--- config.mk ---
export PLATFORM = sky130hd
export DESIGN_NAME = booth_mac_accumulator
export DESIGN_NICKNAME = d
export VERILOG_FILES = /design/src/rtl/booth_mac_accumulator.sv
export SDC_FILE = /design/constraint.sdc
export NUM_CORES = 1
export LEC_CHECK = 0
export ABC_CLOCK_PERIOD_IN_PS = 3500
export BUFFER_PORTS_ARGS = -buffer_cell sky130_fd_sc_hd__buf_2
export CAP_MARGIN = 20
export CORE_AREA = 2 2 95 97
export DETAILED_ROUTE_END_ITERATION = 8
export DIE_AREA = 0 0 97 99
export PLACE_DENSITY = 0.64
export SYNTH_ARGS = -nofsm -noshare
export SYNTH_HDL_FRONTEND = slang
export SYNTH_SLANG_ARGS = --single-unit
--- constraint.sdc ---
create_clock -name clk -period 3.5 [get_ports clk]
set_input_delay 0.35 -clock clk [delete_from_list [all_inputs] [get_ports clk]]
set_output_delay 0.35 -clock clk [all_outputs]
set_load 0.05 [all_outputs]
--- src/rtl/booth_mac_accumulator.sv ---
// Frame accumulator for signed 16-bit Booth products: sums N_TERMS products, then holds the result until downstream accepts it.
// Define BOOTH_MAC_SAT_EN for saturating addition with a sticky ovf flag; otherwise the sum wraps and ovf is 0.
module booth_mac_accumulator #(
  parameter int N_TERMS = 4,
  parameter int ACC_W   = 24
) (
  input  logic                    clk,
  input  logic                    rst_n,
  input  logic signed [15:0]      prod_data,
  input  logic                    prod_valid,
  output logic                    prod_ready,
  input  logic                    clear,
  output logic signed [ACC_W-1:0] acc_data,
  output logic                    acc_valid,
  input  logic                    acc_ready,
  output logic                    ovf
);

  localparam int DATA_W = 16;
  localparam logic [7:0] LAST_TERM = 8'(N_TERMS - 1);

  typedef enum logic {ACCUM = 1'b0, HOLD = 1'b1} state_t;

  state_t                  state, state_nxt;
  logic signed [ACC_W-1:0] acc, acc_nxt, acc_data_nxt, sum;
  logic [7:0]              cnt, cnt_nxt;
  logic                    ovf_q, ovf_nxt, ovf_add;

`ifdef BOOTH_MAC_SAT_EN
  // Returns {overflow, clamped sum}; one guard bit exposes signed overflow.
  function automatic logic [ACC_W:0] sat_add(input logic signed [ACC_W-1:0] a,
                                             input logic signed [DATA_W-1:0] b);
    logic signed [ACC_W:0] ext;
    ext = {a[ACC_W-1], a} + {{(ACC_W+1-DATA_W){b[DATA_W-1]}}, b};
    if (ext[ACC_W] != ext[ACC_W-1])
      sat_add = {1'b1, ext[ACC_W], {(ACC_W-1){~ext[ACC_W]}}};
    else
      sat_add = {1'b0, ext[ACC_W-1:0]};
  endfunction

  assign {ovf_add, sum} = sat_add(acc, prod_data);
  assign ovf = ovf_q;
`else
  function automatic logic signed [ACC_W-1:0] wrap_add(input logic signed [ACC_W-1:0] a,
                                                       input logic signed [DATA_W-1:0] b);
    wrap_add = a + {{(ACC_W-DATA_W){b[DATA_W-1]}}, b};
  endfunction

  assign sum     = wrap_add(acc, prod_data);
  assign ovf_add = 1'b0;
  assign ovf     = 1'b0;
`endif

  assign prod_ready = rst_n && (state == ACCUM) && !clear;
  assign acc_valid  = (state == HOLD);

  always_comb begin
    state_nxt    = state;
    acc_nxt      = acc;
    cnt_nxt      = cnt;
    acc_data_nxt = acc_data;
    ovf_nxt      = ovf_q;
    if (clear) begin
      state_nxt = ACCUM;
      acc_nxt   = '0;
      cnt_nxt   = '0;
      ovf_nxt   = 1'b0;
    end else begin
      case (state)
        ACCUM: begin
          if (prod_valid) begin
            acc_nxt = sum;
            ovf_nxt = ovf_q | ovf_add;
            if (cnt == LAST_TERM) begin
              state_nxt    = HOLD;
              acc_data_nxt = sum;
            end else begin
              cnt_nxt = cnt + 8'd1;
            end
          end
        end
        HOLD: begin
          if (acc_ready) begin
            state_nxt = ACCUM;
            acc_nxt   = '0;
            cnt_nxt   = '0;
            ovf_nxt   = 1'b0;
          end
        end
        default: state_nxt = ACCUM;
      endcase
    end
  end

  // State and result registers
  always_ff @(posedge clk or negedge rst_n) begin
    if (!rst_n) begin
      state    <= ACCUM;
      acc      <= '0;
      cnt      <= '0;
      acc_data <= '0;
      ovf_q    <= 1'b0;
    end else begin
      state    <= state_nxt;
      acc      <= acc_nxt;
      cnt      <= cnt_nxt;
      acc_data <= acc_data_nxt;
      ovf_q    <= ovf_nxt;
    end
  end

endmodule

==> results of run 1 <==
-- cells in the mapped netlist, types with 2 or more instances --
master | number | area (um^2)
a211oi_1 | 2 | 15.0
a21boi_0 | 2 | 15.0
a21o_1 | 10 | 75.1
a21oi_1 | 17 | 85.1
a22o_1 | 15 | 131
a31oi_1 | 4 | 25.0
a41oi_1 | 3 | 26.3
and2_1 | 5 | 31.3
and3_1 | 6 | 37.5
and3_2 | 2 | 15.0
buf_2 | 2 | 10.0
clkbuf_1 | 8 | 30.0
dfrtp_1 | 57 | 1430
ha_1 | 24 | 300
inv_1 | 5 | 18.8
mux2_2 | 17 | 191
nand2_1 | 29 | 109
nand2b_1 | 9 | 56.3
nand3_1 | 4 | 20.0
nand4_1 | 4 | 25.0
nor2_1 | 15 | 56.3
nor2b_1 | 2 | 12.5
o211ai_1 | 2 | 15.0
o21a_1 | 2 | 15.0
o21ai_0 | 38 | 190
o21bai_1 | 3 | 22.5
o2bb2ai_1 | 2 | 17.5
o31ai_1 | 2 | 15.0
or2_2 | 2 | 12.5
xnor2_1 | 12 | 105
xor2_1 | 10 | 87.6
-- metrics by stage --
stage	hold WS, ps	power [uW]
2_1_floorplan	54.4	1560
3_3_place_gp	459	1780
3_5_place_dp	465	1790
4_1_cts	253	2410
5_1_grt	283	2540
6_report	248	2400
-- sequential cells by signal, indices dropped and copies added, names as in the netlist --
register	cells
acc_valid	1
cnt	8
acc_data	24
acc	24
-- per-layer routing --
layer / up-vias / GRT usage (%) / part of all wire (%)
met5: - / 0 / 0
met4: 0 / 4.44 / 0.81
met3: 7 / 4.18 / 4.1
met2: 54 / 27.5 / 46
met1: 1312 / 23.4 / 49
li1: 1313 / - / -
-- cell families (layout without fill, tap and decap cells) --
kind of cell	Yosys count	after routing	share of synthesized area, %
other	1	1	0.111
xor gates and xnor gates	22	22	5.72
and+or+nand+nor	83	83	12.3
muxes	17	17	5.68
adders and majority gates	25	25	9.51
AOI/OAI and AO/OA	112	112	22.1
buffers and inverters	17	70	2.30
DFF	57	57	42.3
-- power groups by stage --
stage	registers, uW	logic [uW]	clock network [uW]
finish	841	935	621
CTS	842	939	631
global route	857	1020	666
detailed placement	852	937	0
global placement	850	927	0
floorplan	1110	451	0
-- final cells by class --
cell class                      instances  share of cell area (%)
Clock buffer                           10                    3.28
Clock inverter                          6                    1.70
Inverter                                5                   0.482
Multi-Input combinational cell        260                    48.0
Sequential cell                        57                    36.6
Tap cell                              108                    3.47
Timing Repair Buffer                   49                    6.49
-- worst max-delay path by stage --
| stage | slack, ps | to |
|---|---|---|
| after CTS | 790 | acc_data[18]$_DFFE_PN0P_ |
| final | 790 | acc_data[18]$_DFFE_PN0P_ |
| after detailed placement | 740 | acc_data[21]$_DFFE_PN0P_ |
| after global routing | 590 | acc_data[22]$_DFFE_PN0P_ |
| after global placement | 780 | acc_data[21]$_DFFE_PN0P_ |
| after floorplan | 1040 | acc_data[21]$_DFFE_PN0P_ |
-- worst max-delay path, delay by kind of cell (launching register included) --
family | cells | cell delay (ps)
xor gates and xnor gates | 1 | 180
and+or+nand+nor | 1 | 160
buffers and inverters | 1 | 70
DFF | 1 | 360
adders and majority gates | 2 | 600
muxes | 1 | 270
AOI/OAI and AO/OA | 4 | 940
==> flow_summary.toml, run 1 <==
[grt]
antenna_found_initial = 0
grt_pass1_vias = 2708
grt_usage_pct = 17.1
grt_pass1_wl_um = 13300
grt_overflow = 0
grt_max_degree = 58

[clocking]
htree_levels = 3
cts_tree = "built"
cts_buffer_depth = 2
cts_inserted_buffers = 9
root_buffer = "clkbuf_8"
ctsHoldBuffers = 0
post_cts_buffers = 0
cts_resized = 0
path_clk_slew_ps = 80
clk_latency_ps = 340
clock_sinks = 57

[yosys]
synth-edff-count = 0
synthesis.nets = 380
syn_inst = 334
synth_cell_types = 50
syn_area_um2 = 3370
synth-seq-area-share_pct = 42.3
syn_avg_cell_area_um2 = 10.1
ys_dominant_reg_cell = "dfrtp_1"
yosysWarnings = 0
async_reset_ff_share_pct = 100
ys_ff_latch = 57

[final_layout]
fin_nets = 428
drive_above_1_share_pct = 23.5
area_growth_pct = 15.6
seqCellArea_um2 = 1430
fillers = 808
multiInputGateArea_um2 = 1870
layoutNonFillerInstCount = 495
layout_commonest_cell = "dfrtp_1"
antennaDiodeCount = 0
final_cell_area_um2 = 3890
final_cell_mix = "57 x dfrtp_1, 46 x buf_2, 38 x o21ai_0"
final_util_pct = 45.6

[sta]
setup_viol = 0
max_freq_mhz = 368
period_needed_ps = 2710
hold_violations = 0
rsz0062_at_grt = "false"
fin_skew_ps = 19.9
slew_violations = 0
tns_ps = 0
worstMarginPinSlew_ps = 719
slew-limit-headroom_pct = 52.1
period_share_pct = 77.5
finalWorstSetupSlack_ps = 786

[place]
portBuffers = 46
place_area_um2 = 3700
dpl_worst_slack_ps = 737
dp_hpwl_um = 5470
place_congestion = 0.854
placed_cells = 479

[run_status]
outcome = "completed"

[worst_setup_path]
cp.arrival_ps = 2930
crit_type = "reg2reg"
cp_max_fo = 4
cpPeakStageDelay_ps = 390
r2r_cells = 10
cp-startpoint = "acc[0]$_DFFE_PN0P_"
rr_startpoint = "acc[0]$_DFFE_PN0P_"
cp_cell_sequence = "ha_1 > inv_1 > fa_1 > nor2b_1 > o31a_1 > a41oi_1 > a21oi_1 > a211oi_1 > xnor2_1 > mux2_2"
r2r_end = "acc_data[18]$_DFFE_PN0P_"
worstPathRequired_ps = 3720
critPathCaptureType = "flip-flop"
critPathLaunchType = "flip-flop"
slowest_stage = "fa_1"
rrSetupSlack_ps = 790

[route]
vias = 2686
drt-initial-drc-count = 110
routed_via_density = 5.43
post_drt_wl_per_cell_um = 15.7
postRouteWirelength_um = 7780
ant_nets = 0
firstDrtPassIters = 4
drc = 0

[pwr]
p_per_area_nw_per_um2 = 615
power_frac_comb_pct = 39.0
p_int_uw = 1420
p_sw_share_pct = 40.9
p_seq_share_pct = 35.1
power_frac_clock_pct = 25.9
switchingPower_uw = 980
power_leakage_uw = 0.00196
vdd_ir_drop_max_v = 0.000284

[floorplanning]
num_rows = 34
start_util_pct = 39.4
die_area_um2 = 9600
die_w_um = 97
ios = 48
core_area_um2 = 8550
fp.dieH_um = 99

[flow_run]
cap_viol_max_count = 0

[worst_hold_path]
hold_class = "in2async"
(Power assumes the default switching activity.)
==> run 2: changes to the inputs <==
Settings changed: ABC_CLOCK_PERIOD_IN_PS 3500 to 2800.
Clock period 3.5 ns to 2.8 ns, I/O delays scaled along.
==> flow_summary.toml, run 2 (synthesis results as in run 1) <==
[route]
postRouteWirelength_um = 7880
drt-initial-drc-count = 91
ant_nets = 0
drc = 0
vias = 2731
routed_via_density = 5.46
post_drt_wl_per_cell_um = 15.8
firstDrtPassIters = 4

[clocking]
cts_inserted_buffers = 9
clk_latency_ps = 340
post_cts_buffers = 0
clock_sinks = 57
path_clk_slew_ps = 60
cts_tree = "built"
htree_levels = 3
root_buffer = "clkbuf_8"
cts_buffer_depth = 2

[worst_setup_path]
cp_max_fo = 3
worstPathRequired_ps = 3020
rrSetupSlack_ps = 160
critPathCaptureType = "flip-flop"
crit_type = "reg2reg"
rr_startpoint = "acc[1]$_DFFE_PN0P_"
slowest_stage = "dfrtp_1"
cp_cell_sequence = "ha_1 > a211o_1 > a211oi_2 > nor2_1 > o41a_1 > a221o_1 > xor2_1 > mux2_2"
r2r_cells = 8
cp.arrival_ps = 2860
cpPeakStageDelay_ps = 380
critPathLaunchType = "flip-flop"
r2r_end = "acc_data[21]$_DFFE_PN0P_"

[sta]
max_freq_mhz = 379
period_needed_ps = 2640
slew-limit-headroom_pct = 51.0
tns_ps = 0
slew_violations = 0
fin_skew_ps = 8.06
setup_viol = 0
worstMarginPinSlew_ps = 734
hold_violations = 0
rsz0062_at_grt = "false"
period_share_pct = 94.3

[floorplanning]
start_util_pct = 39.4
core_area_um2 = 8550
num_rows = 34
ios = 48
die_w_um = 97
fp.dieH_um = 99
die_area_um2 = 9600

[grt]
grt_pass1_vias = 2614
antenna_found_initial = 0
grt_overflow = 0
grtUsageMet1_pct = 24.1
grtUsageMet2_pct = 25.5
grt_use_met3_pct = 3.90
grt_usage_pct = 16.9
grt_max_degree = 58
busiest_layer = "met2"
grt_pass1_wl_um = 13100

[flow_run]
cap_viol_max_count = 0

[pwr]
switchingPower_uw = 1200
p_seq_share_pct = 34.0
p_per_area_nw_per_um2 = 778
vdd_ir_drop_max_v = 0.000420
p_int_uw = 1890
p_sw_share_pct = 38.8
power_frac_comb_pct = 38.5
power_leakage_uw = 0.00201
power_frac_clock_pct = 27.5

[final_layout]
top_regs = "acc (24), acc_data (24), cnt (8)"
area_growth_pct = 17.9
layoutNonFillerInstCount = 500
drive_above_1_share_pct = 25.0
layout_commonest_cell = "dfrtp_1"
antennaDiodeCount = 0
final_cell_mix = "57 x dfrtp_1, 46 x buf_2, 38 x o21ai_0"
fin_nets = 434

[place]
placed_cells = 485
dp_hpwl_um = 5670
portBuffers = 46
place_congestion = 0.920

[worst_hold_path]
hold_class = "in2async"

[run_status]
outcome = "completed"
-- run 2: per-layer routing --
| layer | share of wire (%) | vias up |
|---|---|---|
| li1 | - | 1328 |
| met1 | 49 | 1328 |
| met2 | 45 | 68 |
| met3 | 4.5 | 7 |
| met4 | 1.1 | 0 |
| met5 | 0 | - |
-- run 2: worst max-delay path by stage --
stage,slack (ps),cells after the start,start,endpoint
after floorplan,340,8,acc[1]$_DFFE_PN0P_,acc_data[21]$_DFFE_PN0P_
after global placement,160,12,prod_data[0],acc_data[18]$_DFFE_PN0P_
after detailed placement,120,9,prod_data[1],acc_data[21]$_DFFE_PN0P_
after CTS,120,11,acc[0]$_DFFE_PN0P_,acc_data[22]$_DFFE_PN0P_
after global routing,50,10,acc[0]$_DFFE_PN0P_,acc_data[20]$_DFFE_PN0P_
final,160,8,acc[1]$_DFFE_PN0P_,acc_data[21]$_DFFE_PN0P_
-- run 2: per-stage QoR --
step / setup WS (ps) / hold WS (ps) / area [um^2] / util [%] / power, uW
final: 161 / 147 / 3970 / 46.5 / 3090
after global routing: 54.3 / 194 / 3970 / 46.5 / 3260
after CTS: 122 / 180 / 3960 / 46.3 / 3110
after detailed placement: 120 / 469 / 3750 / 43.8 / 2250
after global placement: 163 / 458 / 3750 / 43.8 / 2230
after floorplan: 340 / -15.6 / 3370 / - / 1950
-- run 2: critical path, delay by kind of cell (launching register included) --
kind | cells | cell delay [ps]
XOR/XNOR | 1 | 160
flip-flops | 1 | 380
AND/OR/NAND/NOR | 1 | 100
adder cells (fa/ha/maj) | 1 | 300
multiplexers | 1 | 260
AO/OA/AOI/OAI | 4 | 1320
-- run 2: final cells by class --
class,instances,area (um^2)
Multi-Input combinational cell,260,1880
Inverter,5,18.8
Clock inverter,3,65.1
Tap cell,108,135
Sequential cell,57,1430
Timing Repair Buffer,55,298
Clock buffer,12,145
Fill cell,803,4580
-- run 2: what timing repair did --
item / CTS / global route
gates resized for setup: 0 / 3
hold buffers: 0 / 0
endpoints found under the setup margin: 0 / 3
-- run 2: power groups by stage --
stage	clock (uW)	combinational, uW	sequential (uW)
after floorplan	0	564	1390
after global placement	0	1180	1060
after detailed placement	0	1180	1070
after CTS	870	1190	1050
after global routing	903	1290	1070
final	850	1190	1050
==> run 3: changes to the inputs <==
Settings changed: CTS_BUF_LIST set to sky130_fd_sc_hd__clkbuf_8.
==> flow_summary.toml, run 3 (synthesis results as in run 1) <==
[final_layout]
fin_nets = 434
antennaDiodeCount = 0
final_util_pct = 46.5
final_cell_mix = "57 x dfrtp_1, 46 x buf_2, 38 x o21ai_0"
drive_above_1_share_pct = 25.0
layout_commonest_cell = "dfrtp_1"
top_regs = "acc (24), acc_data (24), cnt (8)"
area_growth_pct = 17.9
fillers = 803

[route]
firstDrtPassIters = 4
drc = 0
routed_via_density = 5.46
drt-initial-drc-count = 92
ant_nets = 0
vias = 2732
postRouteWirelength_um = 7880
post_drt_wl_per_cell_um = 15.8

[pwr]
switchingPower_uw = 1200
p_per_area_nw_per_um2 = 776
p_int_uw = 1890
total_power_uw = 3080
power_frac_comb_pct = 38.6
power_frac_clock_pct = 27.3
p_sw_share_pct = 38.8
p_seq_share_pct = 34.1
power_leakage_uw = 0.00202
vdd_ir_drop_max_v = 0.000419

[clocking]
cts_inserted_buffers = 9
ctsHoldBuffers = 0
path_clk_slew_ps = 60
clock_sinks = 57
cts_buffer_depth = 2
htree_levels = 3
cts_tree = "built"
clk_latency_ps = 340
root_buffer = "clkbuf_8"

[place]
dp_hpwl_um = 5670
dpl_worst_slack_ps = 120
portBuffers = 46
place_congestion = 0.920

[floorplanning]
die_area_um2 = 9600
fp.dieH_um = 99
die_w_um = 97
core_area_um2 = 8550
num_rows = 34
start_util_pct = 39.4
ios = 48

[flow_run]
cap_viol_max_count = 0

[grt]
grt_pass1_wl_um = 13100
grt_pass1_vias = 2614
grt_usage_pct = 16.9
grt_max_degree = 58
grt_overflow = 0
antenna_found_initial = 0

[worst_hold_path]
hold_class = "in2async"

[sta]
rsz0062_at_grt = "false"
period_needed_ps = 2640
max_freq_mhz = 379
finalWorstSetupSlack_ps = 161
worstMarginPinSlew_ps = 735
period_share_pct = 94.3
hold_violations = 0
slew_violations = 0
fin_skew_ps = 8.65
setup_viol = 0
slew-limit-headroom_pct = 51.0
tns_ps = 0

[worst_setup_path]
rrSetupSlack_ps = 160
cp.arrival_ps = 2860
worstPathRequired_ps = 3020
crit_type = "reg2reg"
cp_max_fo = 3
critPathCaptureType = "flip-flop"
critPathLaunchType = "flip-flop"

[run_status]
outcome = "completed"
-- run 3: cell type report --
| class | count | area, um^2 | share of cell area [%] |
|---|---|---|---|
| Clock inverter | 5 | 72.6 | 1.83 |
| Clock buffer | 10 | 138 | 3.46 |
| Tap cell | 108 | 135 | 3.40 |
| Sequential cell | 57 | 1430 | 35.9 |
| Timing Repair Buffer | 55 | 298 | 7.50 |
| Inverter | 5 | 18.8 | 0.472 |
| Multi-Input combinational cell | 260 | 1880 | 47.4 |
-- run 3: final timing paths --
check / startpoint / endpoint / depth (start not counted)
worst min-delay path: rst_n / acc[11]$_DFFE_PN0P_ / 2
min in group clk: clear / acc_valid$_DFF_PN0_ / 2
worst min register to register: acc_data[1]$_DFFE_PN0P_ / acc_data[1]$_DFFE_PN0P_ / 2
worst max-delay path: acc[1]$_DFFE_PN0P_ / acc_data[21]$_DFFE_PN0P_ / 8
max in group asynchronous: rst_n / acc[12]$_DFFE_PN0P_ / 2
worst max register to register: acc[1]$_DFFE_PN0P_ / acc_data[21]$_DFFE_PN0P_ / 8
-- run 3: critical path, cell delays in order (launching register included) --
cell and delay [ps]:
dfrtp_1 380, ha_1 300, a211o_1 300, a211oi_2 300, nor2_1 100, o41a_1 370
a221o_1 350, xor2_1 160, mux2_2 260
-- run 3: power by group through the flow --
stage                     sequential [uW]  combinational [uW]  clock, uW
after floorplan                      1390                 564          0
after global placement               1060                1180          0
after detailed placement             1070                1180          0
after CTS                            1050                1190        863
after global routing                 1070                1290        896
final                                1050                1190        842
-- run 3: per-layer routing --
layer / up-vias / part of all wire, % / track usage (%)
li1: 1328 / - / -
met1: 1327 / 49 / 24.1
met2: 70 / 45 / 25.5
met3: 7 / 4.5 / 3.90
met4: 0 / 1.1 / 5.53
met5: - / 0 / 0
-- run 3: through the flow --
step	cells	hold WS [ps]	area [um^2]
2_1_floorplan	334	-15.6	3370
3_3_place_gp	485	458	3750
3_5_place_dp	485	469	3750
4_1_cts	500	179	3960
5_1_grt	500	194	3970
6_report	500	149	3970
-- run 3: what timing repair did --
action                                  in CTS  in global routing
resized for setup                            0                  3
hold endpoints to repair                     0                  0
endpoints found under the setup margin       0                  3
setup buffers                                0                  0
